--- src/rtl/apb_rr_master_pkg.sv ---
// Shared constants for the round-robin APB master: default bus widths and
// the 2-bit FSM state encoding (kept as plain constants so older tools and
// waveform viewers see stable numeric values).
package apb_pkg;

  localparam int APB_ADDR_W = 8;
  localparam int APB_DATA_W = 8;

  typedef logic [1:0] state_t;

  localparam state_t ST_IDLE    = 2'd0;
  localparam state_t ST_SETUP   = 2'd1;
  localparam state_t ST_ACCESS  = 2'd2;
  localparam state_t ST_CAPTURE = 2'd3;

endpackage

--- src/rtl/apb_rr_master_if.sv ---
// Bundle of requester-side handshake signals and APB slave-side signals.
// The master modport is the arbiter/APB master view; the slave modport is
// the view of whatever drives the requests and models the APB slave.
interface apb_rr_master_if
  import apb_pkg::*;
#(
  parameter int NUM_REQ = 2,
  parameter int ADDR_W  = APB_ADDR_W,
  parameter int DATA_W  = APB_DATA_W
);

  // Requester side
  logic [NUM_REQ-1:0]        req;
  logic [NUM_REQ-1:0]        req_write;
  logic [NUM_REQ*ADDR_W-1:0] req_addr;
  logic [NUM_REQ*DATA_W-1:0] req_wdata;
  logic [NUM_REQ-1:0]        gnt;
  logic [NUM_REQ-1:0]        done;
  logic [DATA_W-1:0]         rdata;
  logic                      busy;

  // APB side
  logic                      psel;
  logic                      penable;
  logic                      pwrite;
  logic [ADDR_W-1:0]         paddr;
  logic [DATA_W-1:0]         pwdata;
  logic [DATA_W-1:0]         prdata;

  modport master (
    input  req, req_write, req_addr, req_wdata, prdata,
    output gnt, done, rdata, busy, psel, penable, pwrite, paddr, pwdata
  );

  modport slave (
    output req, req_write, req_addr, req_wdata, prdata,
    input  gnt, done, rdata, busy, psel, penable, pwrite, paddr, pwdata
  );

endinterface

--- src/rtl/apb_rr_master_rr_arbiter.sv ---
// Combinational round-robin picker: scans the request vector starting at
// the supplied pointer, wrapping from NUM_REQ-1 back to 0, and reports the
// first asserted request as a one-hot grant plus its index. The pointer
// register itself lives in the caller.
module rr_arbiter #(
  parameter int NUM_REQ = 2,
  parameter int PTR_W   = $clog2(NUM_REQ)
) (
  input  logic [NUM_REQ-1:0] i_req,
  input  logic [PTR_W-1:0]   i_ptr,
  input  logic               i_enable,
  output logic [NUM_REQ-1:0] o_grant,
  output logic [PTR_W-1:0]   o_winner,
  output logic               o_valid
);

  logic [PTR_W:0]   w_sum;
  logic [PTR_W-1:0] w_cand;

  // Walk candidates pointer, pointer+1, ... (mod NUM_REQ); first hit wins.
  always_comb begin
    // NOTE: every signal driven here gets a default before the scan, so no path leaves a value held over and no latch is inferred.
    o_grant  = '0;
    o_winner = '0;
    o_valid  = 1'b0;
    w_sum    = '0;
    w_cand   = '0;
    for (int i = 0; i < NUM_REQ; i++) begin
      w_sum = {1'b0, i_ptr} + (PTR_W+1)'(i);
      if (w_sum >= (PTR_W+1)'(NUM_REQ)) begin
        w_sum = w_sum - (PTR_W+1)'(NUM_REQ);
      end
      w_cand = w_sum[PTR_W-1:0];
      if (i_enable && !o_valid && i_req[w_cand]) begin
        o_valid         = 1'b1;
        o_winner        = w_cand;
        o_grant[w_cand] = 1'b1;
      end
    end
  end

endmodule

--- src/rtl/apb_rr_master.sv ---
// Round-robin APB master: shares one APB slave between NUM_REQ requesters.
// A request sampled in IDLE is granted, its fields latched onto the APB
// bus, and the transfer runs SETUP -> ACCESS (-> CAPTURE for reads) before
// a one-cycle done pulse returns to the originating requester.
module apb_rr_master
  import apb_pkg::*;
#(
  parameter int NUM_REQ = 2,
  parameter int ADDR_W  = APB_ADDR_W,
  parameter int DATA_W  = APB_DATA_W
) (
  input logic             clk,
  input logic             rst,
  apb_rr_master_if.master bus
);

  localparam int PTR_W = $clog2(NUM_REQ);

  state_t              r_state;
  logic [PTR_W-1:0]    r_ptr;
  logic [NUM_REQ-1:0]  r_owner;
  logic [NUM_REQ-1:0]  r_gnt;
  logic [NUM_REQ-1:0]  r_done;
  logic [DATA_W-1:0]   r_rdata;
  logic                r_busy;
  logic                r_psel;
  logic                r_penable;
  logic                r_pwrite;
  logic [ADDR_W-1:0]   r_paddr;
  logic [DATA_W-1:0]   r_pwdata;

  logic [NUM_REQ-1:0]  w_grant;
  logic [PTR_W-1:0]    w_winner;
  logic                w_valid;
  logic                w_arb_en;
  logic [PTR_W-1:0]    w_ptr_next;

  // Arbitration is only meaningful while the bus is free.
  assign w_arb_en   = (r_state == ST_IDLE);
  assign w_ptr_next = (w_winner == PTR_W'(NUM_REQ - 1)) ? '0 : w_winner + PTR_W'(1);

  rr_arbiter #(
    .NUM_REQ (NUM_REQ),
    .PTR_W   (PTR_W)
  ) u_arb (
    .i_req    (bus.req),
    .i_ptr    (r_ptr),
    .i_enable (w_arb_en),
    .o_grant  (w_grant),
    .o_winner (w_winner),
    .o_valid  (w_valid)
  );

  // Transfer sequencer: grant/latch in IDLE, drive APB phases, pulse done.
  always_ff @(posedge clk) begin
    // NOTE: state registers use non-blocking assignments so every register samples pre-edge values, independent of statement order.
    if (rst) begin
      r_state   <= ST_IDLE;
      r_ptr     <= '0;
      r_owner   <= '0;
      r_gnt     <= '0;
      r_done    <= '0;
      r_rdata   <= '0;
      r_busy    <= 1'b0;
      r_psel    <= 1'b0;
      r_penable <= 1'b0;
      r_pwrite  <= 1'b0;
      r_paddr   <= '0;
      r_pwdata  <= '0;
    end else begin
      // gnt and done are single-cycle pulses unless re-asserted below.
      r_gnt  <= '0;
      r_done <= '0;
      case (r_state)
        ST_IDLE: begin
          if (w_valid) begin
            r_pwrite <= bus.req_write[w_winner];
            r_paddr  <= bus.req_addr[w_winner*ADDR_W +: ADDR_W];
            r_pwdata <= bus.req_wdata[w_winner*DATA_W +: DATA_W];
            r_owner  <= w_grant;
            r_gnt    <= w_grant;
            r_ptr    <= w_ptr_next;
            r_psel   <= 1'b1;
            r_busy   <= 1'b1;
            r_state  <= ST_SETUP;
          end
        end
        ST_SETUP: begin
          r_penable <= 1'b1;
          r_state   <= ST_ACCESS;
        end
        ST_ACCESS: begin
          r_psel    <= 1'b0;
          r_penable <= 1'b0;
          if (r_pwrite) begin
            r_done  <= r_owner;
            r_busy  <= 1'b0;
            r_state <= ST_IDLE;
          end else begin
            r_state <= ST_CAPTURE;
          end
        end
        ST_CAPTURE: begin
          r_rdata <= bus.prdata;
          r_done  <= r_owner;
          r_busy  <= 1'b0;
          r_state <= ST_IDLE;
        end
        default: begin
          r_psel    <= 1'b0;
          r_penable <= 1'b0;
          r_busy    <= 1'b0;
          r_state   <= ST_IDLE;
        end
      endcase
    end
  end

  assign bus.gnt     = r_gnt;
  assign bus.done    = r_done;
  assign bus.rdata   = r_rdata;
  assign bus.busy    = r_busy;
  assign bus.psel    = r_psel;
  assign bus.penable = r_penable;
  assign bus.pwrite  = r_pwrite;
  assign bus.paddr   = r_paddr;
  assign bus.pwdata  = r_pwdata;

endmodule

--- src/flat_wrapper.sv ---
// flat-port wrapper written by rule: the top's interface ports become plain ports
module apb_rr_master_flat import apb_pkg::*;
#(
  parameter int NUM_REQ = 2,
  parameter int ADDR_W  = APB_ADDR_W,
  parameter int DATA_W  = APB_DATA_W
)
  (clk, rst, bus_req, bus_req_write, bus_req_addr, bus_req_wdata, bus_prdata, bus_gnt, bus_done, bus_rdata, bus_busy, bus_psel, bus_penable, bus_pwrite, bus_paddr, bus_pwdata);
  apb_rr_master_if #(.NUM_REQ(NUM_REQ), .ADDR_W(ADDR_W), .DATA_W(DATA_W)) bus_i ();
  input logic clk;
  input logic rst;
  input wire logic [$bits(bus_i.req)-1:0] bus_req;
  input wire logic [$bits(bus_i.req_write)-1:0] bus_req_write;
  input wire logic [$bits(bus_i.req_addr)-1:0] bus_req_addr;
  input wire logic [$bits(bus_i.req_wdata)-1:0] bus_req_wdata;
  input wire logic [$bits(bus_i.prdata)-1:0] bus_prdata;
  output wire logic [$bits(bus_i.gnt)-1:0] bus_gnt;
  output wire logic [$bits(bus_i.done)-1:0] bus_done;
  output wire logic [$bits(bus_i.rdata)-1:0] bus_rdata;
  output wire logic [$bits(bus_i.busy)-1:0] bus_busy;
  output wire logic [$bits(bus_i.psel)-1:0] bus_psel;
  output wire logic [$bits(bus_i.penable)-1:0] bus_penable;
  output wire logic [$bits(bus_i.pwrite)-1:0] bus_pwrite;
  output wire logic [$bits(bus_i.paddr)-1:0] bus_paddr;
  output wire logic [$bits(bus_i.pwdata)-1:0] bus_pwdata;
  assign bus_i.req = bus_req;
  assign bus_i.req_write = bus_req_write;
  assign bus_i.req_addr = bus_req_addr;
  assign bus_i.req_wdata = bus_req_wdata;
  assign bus_i.prdata = bus_prdata;
  assign bus_gnt = bus_i.gnt;
  assign bus_done = bus_i.done;
  assign bus_rdata = bus_i.rdata;
  assign bus_busy = bus_i.busy;
  assign bus_psel = bus_i.psel;
  assign bus_penable = bus_i.penable;
  assign bus_pwrite = bus_i.pwrite;
  assign bus_paddr = bus_i.paddr;
  assign bus_pwdata = bus_i.pwdata;
  apb_rr_master #(.NUM_REQ(NUM_REQ), .ADDR_W(ADDR_W), .DATA_W(DATA_W)) u_core (.clk(clk), .rst(rst), .bus(bus_i));
endmodule
--- config.mk ---
export PLATFORM = sky130hd
export DESIGN_NAME = apb_rr_master_flat
export DESIGN_NICKNAME = d
export VERILOG_FILES = /design/src/rtl/apb_rr_master_pkg.sv /design/src/rtl/apb_rr_master_if.sv /design/src/rtl/apb_rr_master_rr_arbiter.sv /design/src/rtl/apb_rr_master.sv /design/src/flat_wrapper.sv
export SDC_FILE = /design/constraint.sdc
export NUM_CORES = 1
export LEC_CHECK = 0
export ABC_CLOCK_PERIOD_IN_PS = 2250
export CORE_MARGIN = 4
export CORE_UTILIZATION = 40
export DETAILED_ROUTE_END_ITERATION = 10
export PLACE_DENSITY = 0.77
export SYNTH_ARGS = -nofsm -noshare
export SYNTH_HDL_FRONTEND = slang
export SYNTH_HIERARCHICAL = 1
export SYNTH_SLANG_ARGS = --single-unit
--- constraint.sdc ---
create_clock -name clk -period 2.25 [get_ports clk]
set_input_delay 0.3375 -clock clk [delete_from_list [all_inputs] [get_ports clk]]
set_output_delay 0.3375 -clock clk [all_outputs]
set_load 0.005 [all_outputs]
; ---- Word-level counts from Yosys, hierarchy flattened
; Index checks and enable logic that the tools add are counted.
[classes]
n_addsub = 4
n_lt_le_gt_ge = 7
eq_ne = 5
n_shift = 2
muxes = 29
bitwise = 3
n_reduce_logical = 14
[ops]
columns = op, count
row1 = $shiftx A16 B5 Y8, 2
row2 = $mux W1, 17
row3 = $mux W2, 5
row4 = $pmux W2 S4, 1
row5 = $lt A1 B2 Y1 const B, 3
row6 = $logic_and A1 B1 Y1, 5
row7 = $eq A2 B2 Y1 const B, 2
row8 = $ne A2 B1 Y1 const B, 2
row9 = $pmux W1 S2, 2
row10 = $pmux W2 S2, 1
row11 = $reduce_and A2 Y1, 2
row12 = $reduce_bool A2 Y1, 2
row13 = $pmux W1 S3, 1
row14 = $reduce_and A3 Y1, 1
row15 = $reduce_bool A3 Y1, 1
row16 = $reduce_or A3 Y1, 1
row17 = $add A1 B1 Y2 const B, 1
row18 = $demux W1 S1, 2
row19 = $eq A2 B1 Y1 const B, 1
row20 = $ge A1 B1 Y1 const B, 2
row21 = $ge A1 B2 Y1 const B, 1
row22 = $ge A2 B2 Y1 const B, 1
row23 = $logic_not A2 Y1, 1
row24 = $not A1 Y1, 2
row25 = 4 further kinds, 5
[totals]
regBits = 37
in_bits = 46
output_inout_bits = 32

; ---- Logic depth before layout (Yosys ltp)
[logic_depth]
depth_word = 12
mapped_depth = 8
mapped_depth_nobuf = 6

; ---- Modules after synthesis
; Netlist, hierarchy kept.
[modules_own_cells]
columns = module, n_inst, cells_each, area_per_inst_um2, seq_area_each_um2
row1 = apb_rr_master, 1, 154, 1591.5, 740.7
row2 = rr_arbiter, 1, 7, 33.8, 0.0

; ---- Worst setup path before layout
; OpenSTA, ideal clock, no wires.
[synth_path]
path_kind = register to register
startpoint = register u_core.r_state[0]
endpoint = register u_core.r_paddr[1] (netlist: u_core/bus.paddr[1])
setup_time_ns = 0.134
t_arrival_ns = 1.510
t_required_ns = 2.116
setup_slack_ns = 0.606
stages_incl_launch_ff = 9
path_buffers = 2
period_less_slack_ns = 1.644
path_cell_list = dfxtp_1 -> inv_1 -> ha_1 -> nand2_1 -> a21oi_1 -> buf_6 -> buf_6 -> mux2i_1 -> a211oi_1
[synth_via]
elab_chain_len = 8
elab_cells_between_ends = 11
cone_classes = shift (1) / mux (4) / reduce/logical (6)
[synth_lines]
columns = element, line
row1 = start: declaration, apb_rr_master.sv:19  ; state_t r_state;
row2 = start signal: assignment, apb_rr_master.sv:58  ; r_state <= ST_IDLE;
row3 = start signal: assignment, apb_rr_master.sv:85  ; r_state <= ST_SETUP;
row4 = start signal: assignment, apb_rr_master.sv:90  ; r_state <= ST_ACCESS;
row5 = $logic_not A2 Y1 (*), apb_rr_master.sv:39  ; assign w_arb_en = (r_state == ST_IDLE);
row6 = net u_core.w_arb_en, apb_rr_master.sv:35  ; logic w_arb_en;
row7 = $logic_and A1 B1 Y1, apb_rr_master_rr_arbiter.sv:34  ; if (i_enable && !o_valid && i_req[w_cand]) begin
row8 = $mux W1, apb_rr_master_rr_arbiter.sv:34
row9 = $logic_not A1 Y1, apb_rr_master_rr_arbiter.sv:34
row10 = $logic_and A1 B1 Y1 (2 in a row), apb_rr_master_rr_arbiter.sv:34
row11 = $mux W1 (*), apb_rr_master_rr_arbiter.sv:34
row12 = net u_core.w_winner, apb_rr_master.sv:33  ; logic [PTR_W-1:0] w_winner;
row13 = $shiftx A16 B5 Y8 (*), apb_rr_master.sv:78  ; r_paddr <= bus.req_addr[w_winner*ADDR_W +: ADDR_W];
row14 = end signal: assignment, apb_rr_master.sv:78
row15 = end: declaration, apb_rr_master.sv:29  ; logic [ADDR_W-1:0] r_paddr;
; Mark *: on every way through the listed nets, which the timed path passes. The rest lies on a longest branch.
; A chain may end at the register's enable or synchronous reset.

; ---- Worst setup path after layout
[layout_path]
startpoint = register u_core.r_state[0]
endpoint = register u_core.r_pwdata[4] (netlist: u_core/bus.pwdata[4])
[layout_via]
elab_chain_len = 8
elab_cells_between_ends = 11
cone_classes = shift (1) / mux (4) / reduce/logical (6)
[layout_lines]
columns = element, line
row1 = $logic_not A2 Y1 (*), apb_rr_master.sv:39
row2 = net u_core.w_arb_en, apb_rr_master.sv:35
row3 = $logic_and A1 B1 Y1, apb_rr_master_rr_arbiter.sv:34
row4 = $mux W1, apb_rr_master_rr_arbiter.sv:34
row5 = $logic_not A1 Y1, apb_rr_master_rr_arbiter.sv:34
row6 = $logic_and A1 B1 Y1 (2 in a row), apb_rr_master_rr_arbiter.sv:34
row7 = $mux W1 (*), apb_rr_master_rr_arbiter.sv:34
row8 = net u_core.w_valid, apb_rr_master.sv:34  ; logic w_valid;
row9 = $reduce_and A2 Y1 (no line) (*), -
row10 = end signal: assignment, apb_rr_master.sv:79  ; r_pwdata <= bus.req_wdata[w_winner*DATA_W +: DATA_W];
row11 = end: declaration, apb_rr_master.sv:30  ; logic [DATA_W-1:0] r_pwdata;
; Marked as above.

==> impl_results.md <==
- Setup ws final: 0.358 ns
- Reg clk slew, reported paths: 0.07 ns
- GRT Overall Usage: 14.5%
- Req. time, crit path: 2.44 ns
- GPL Wtd Cong: roughly 0.83
- PwrDens: 1100 nW/um^2
- Minimum clock period after layout: about 1.9 ns
- Worst slack at placement: 0.315 ns
- Routed Antenna Nets: 0
- Cell leakage power: 0.897 nW
- Slew @ Worst Pin: roughly 0.57 ns
- Layout area overhead: 52.0%
- Synthesis-stage register bit count: 37
- Worst EP arrival: about 2.1 ns
- Yosys warnings: 6
- Boundary Pins: between 70 and 80
- RSZ-0062 raised after global routing: no
- Worst skew pair latency: roughly 0.28 ns
- EDFF count, synth: 0
- Share of flip-flops with an asynchronous set or reset: 0%
- # DRC: 0
- Max_cap viols: 0
- CP Max Fanout: 38
- Die H: 71.7 um
- Fmax: 528 MHz
- Syn Area/Cell: 10.1 sq um
- CTS tree: done
- Syn Nets: 213
- IO Port Bufs: 77
- Setup Buffers After CTS: 0
- Overflow after GRT: 0
- Post-Synthesis Cells: 161
- Via count: 1357
- Final Cycle Share: a little over four fifths
- N_diodes: 0
- Worst Setup End Kind: flip-flop
- H-tree depth: 2
- # clock sinks: 37
- Wirelength per Cell: 12.9 um
- Post-CTS Resized: 0
- Initial Util: 42.8%
- Fin nets: 288
- Clk root buf: clkbuf_8
- Peak supply drop: 557 uV
- Initial antenna violation count: 0
- Status: completed
- Worst min path class: reg -> reg
- Relative slew slack: between 60 and 70%
- Setup tns final: 0 ns
- First-pass GRT wire length: 5870 um
- Starting DRT DRC Count: 62
- Avg Vias per Cell: 4.78
- Hold Buf Count CTS: 0
- Die Span X: 71.7 um
- Startpoint Class: flip-flop
- 1st-pass router iterations: 4
- Final Setup Violations: 0
- Core box area: 3800 sq um
- TritonCTS Buffers: 5
- FP Rows: 22
- Synth cell types: 25
- Most common cell after layout, fill and taps aside: clkdlybuf4s50_1
- Final Skew: 0.00336 ns
- Most used flip-flop cell after synthesis: dfxtp_1
- Commonest non-fill, non-tap cells in the layout: clkdlybuf4s50_1, dfxtp_1, nor2_1
- Critical path class: reg -> reg
- Largest net degree at the start of global routing: 39
- Die ar.: 5150 sq um
- DP HPWL: 2710 um
- Final Hold Viols: 0
- Total wire length: 3650 um
- Share of cells above drive strength 1: 5.08%
- CTS Buffer Depth: 2
- Register area share after synthesis: 45.6%
- Mapped Area: around 1600 sq um
- Vias in the first global route: 1296
- Fin. max-slew vios: 0
==> worst paths after layout <==
path | start | endpoint | slack, ns | depth (start not counted)
min | u_core/r_owner[0] | u_core/r_owner[0] | 0.47 | 2
max | u_core/r_state[0] | u_core/bus.pwdata[4] | 0.36 | 6
min reg2reg | u_core/r_owner[0] | u_core/r_owner[0] | 0.47 | 2
max reg2reg | u_core/r_state[0] | u_core/bus.pwdata[4] | 0.36 | 6
==> cell type report <==
type	instances	area, sq um
well taps	48	60.1
multi-input cells	110	773
inverters	3	11.3
clock buffers	7	86.3
fillers	320	1330
repair buffers	79	798
flip-flops and latches	37	741
==> metrics by stage <==
step,area (sq um),util (%),hold slack [ns],cells,total power [mW]
2_1_floorplan,1630,-,0.429,161,1.80
3_3_place_gp,2380,62.7,0.437,277,2.26
3_5_place_dp,2380,62.7,0.458,277,2.29
4_1_cts,2470,65.0,0.469,284,2.75
5_1_grt,2470,65.0,0.489,284,2.93
6_report,2470,65.0,0.470,284,2.72
==> cells by family after synthesis <==
kind of cell | after synthesis | synth area share (%)
AOI/OAI and AO/OA | 33 | 13.8
muxes | 26 | 16.1
and+or+nand+nor | 45 | 12.9
DFF | 37 | 45.6
adders and majority gates | 6 | 4.62
buffers and inverters | 14 | 7.08
==> Yosys cell counts (all sizes together), types with 2 or more instances <==
cell    number  area share (%)
nor2b        2             1.2
mux2i       25              15
nor3b        4             1.8
ha           6             4.6
a211oi      21             9.7
a21oi        8             2.5
nand2        7             1.6
dfxtp       37              46
buf          7             4.2
inv          3            0.69
clkbuf       4             2.2
nor2        28             6.5
==> routing by layer <==
layer	vias up	track usage, %	wire length [um]
li1	714	-	-
met1	596	17.9	1620
met2	43	23.4	1700
met3	4	4.63	275
met4	0	5.64	56
met5	-	0	0
==> power breakdown <==
part           total, mW  internal [mW]  leakage (nW)  switching [mW]
Combinational       1.27          0.704         0.549           0.565
Clock              0.451          0.243        0.0443           0.208
Sequential         0.995          0.871         0.304           0.124
==> sequential cells by signal, summed over array words and instances, names as in the netlist <==
register / flops
u_core/bus.penable: 1
u_core/r_ptr: 1
u_core/r_state: 2
u_core/bus.pwdata: 8
u_core/bus.pwrite: 1
u_core/bus.busy: 1
u_core/bus.psel: 1
u_core/bus.gnt: 2
u_core/bus.rdata: 8
u_core/bus.done: 2
u_core/r_owner: 2
u_core/bus.paddr: 8
==> critical path, stage by stage, from the launching register on <==
cell and delay (ns):
dfxtp_1 0.34, inv_1 0.17, ha_1 0.33, o21a_1 0.26, and2_4 0.40, nor2_1 0.07
a211oi_1 0.22
Note: power is estimated with default switching activity, not from simulation.
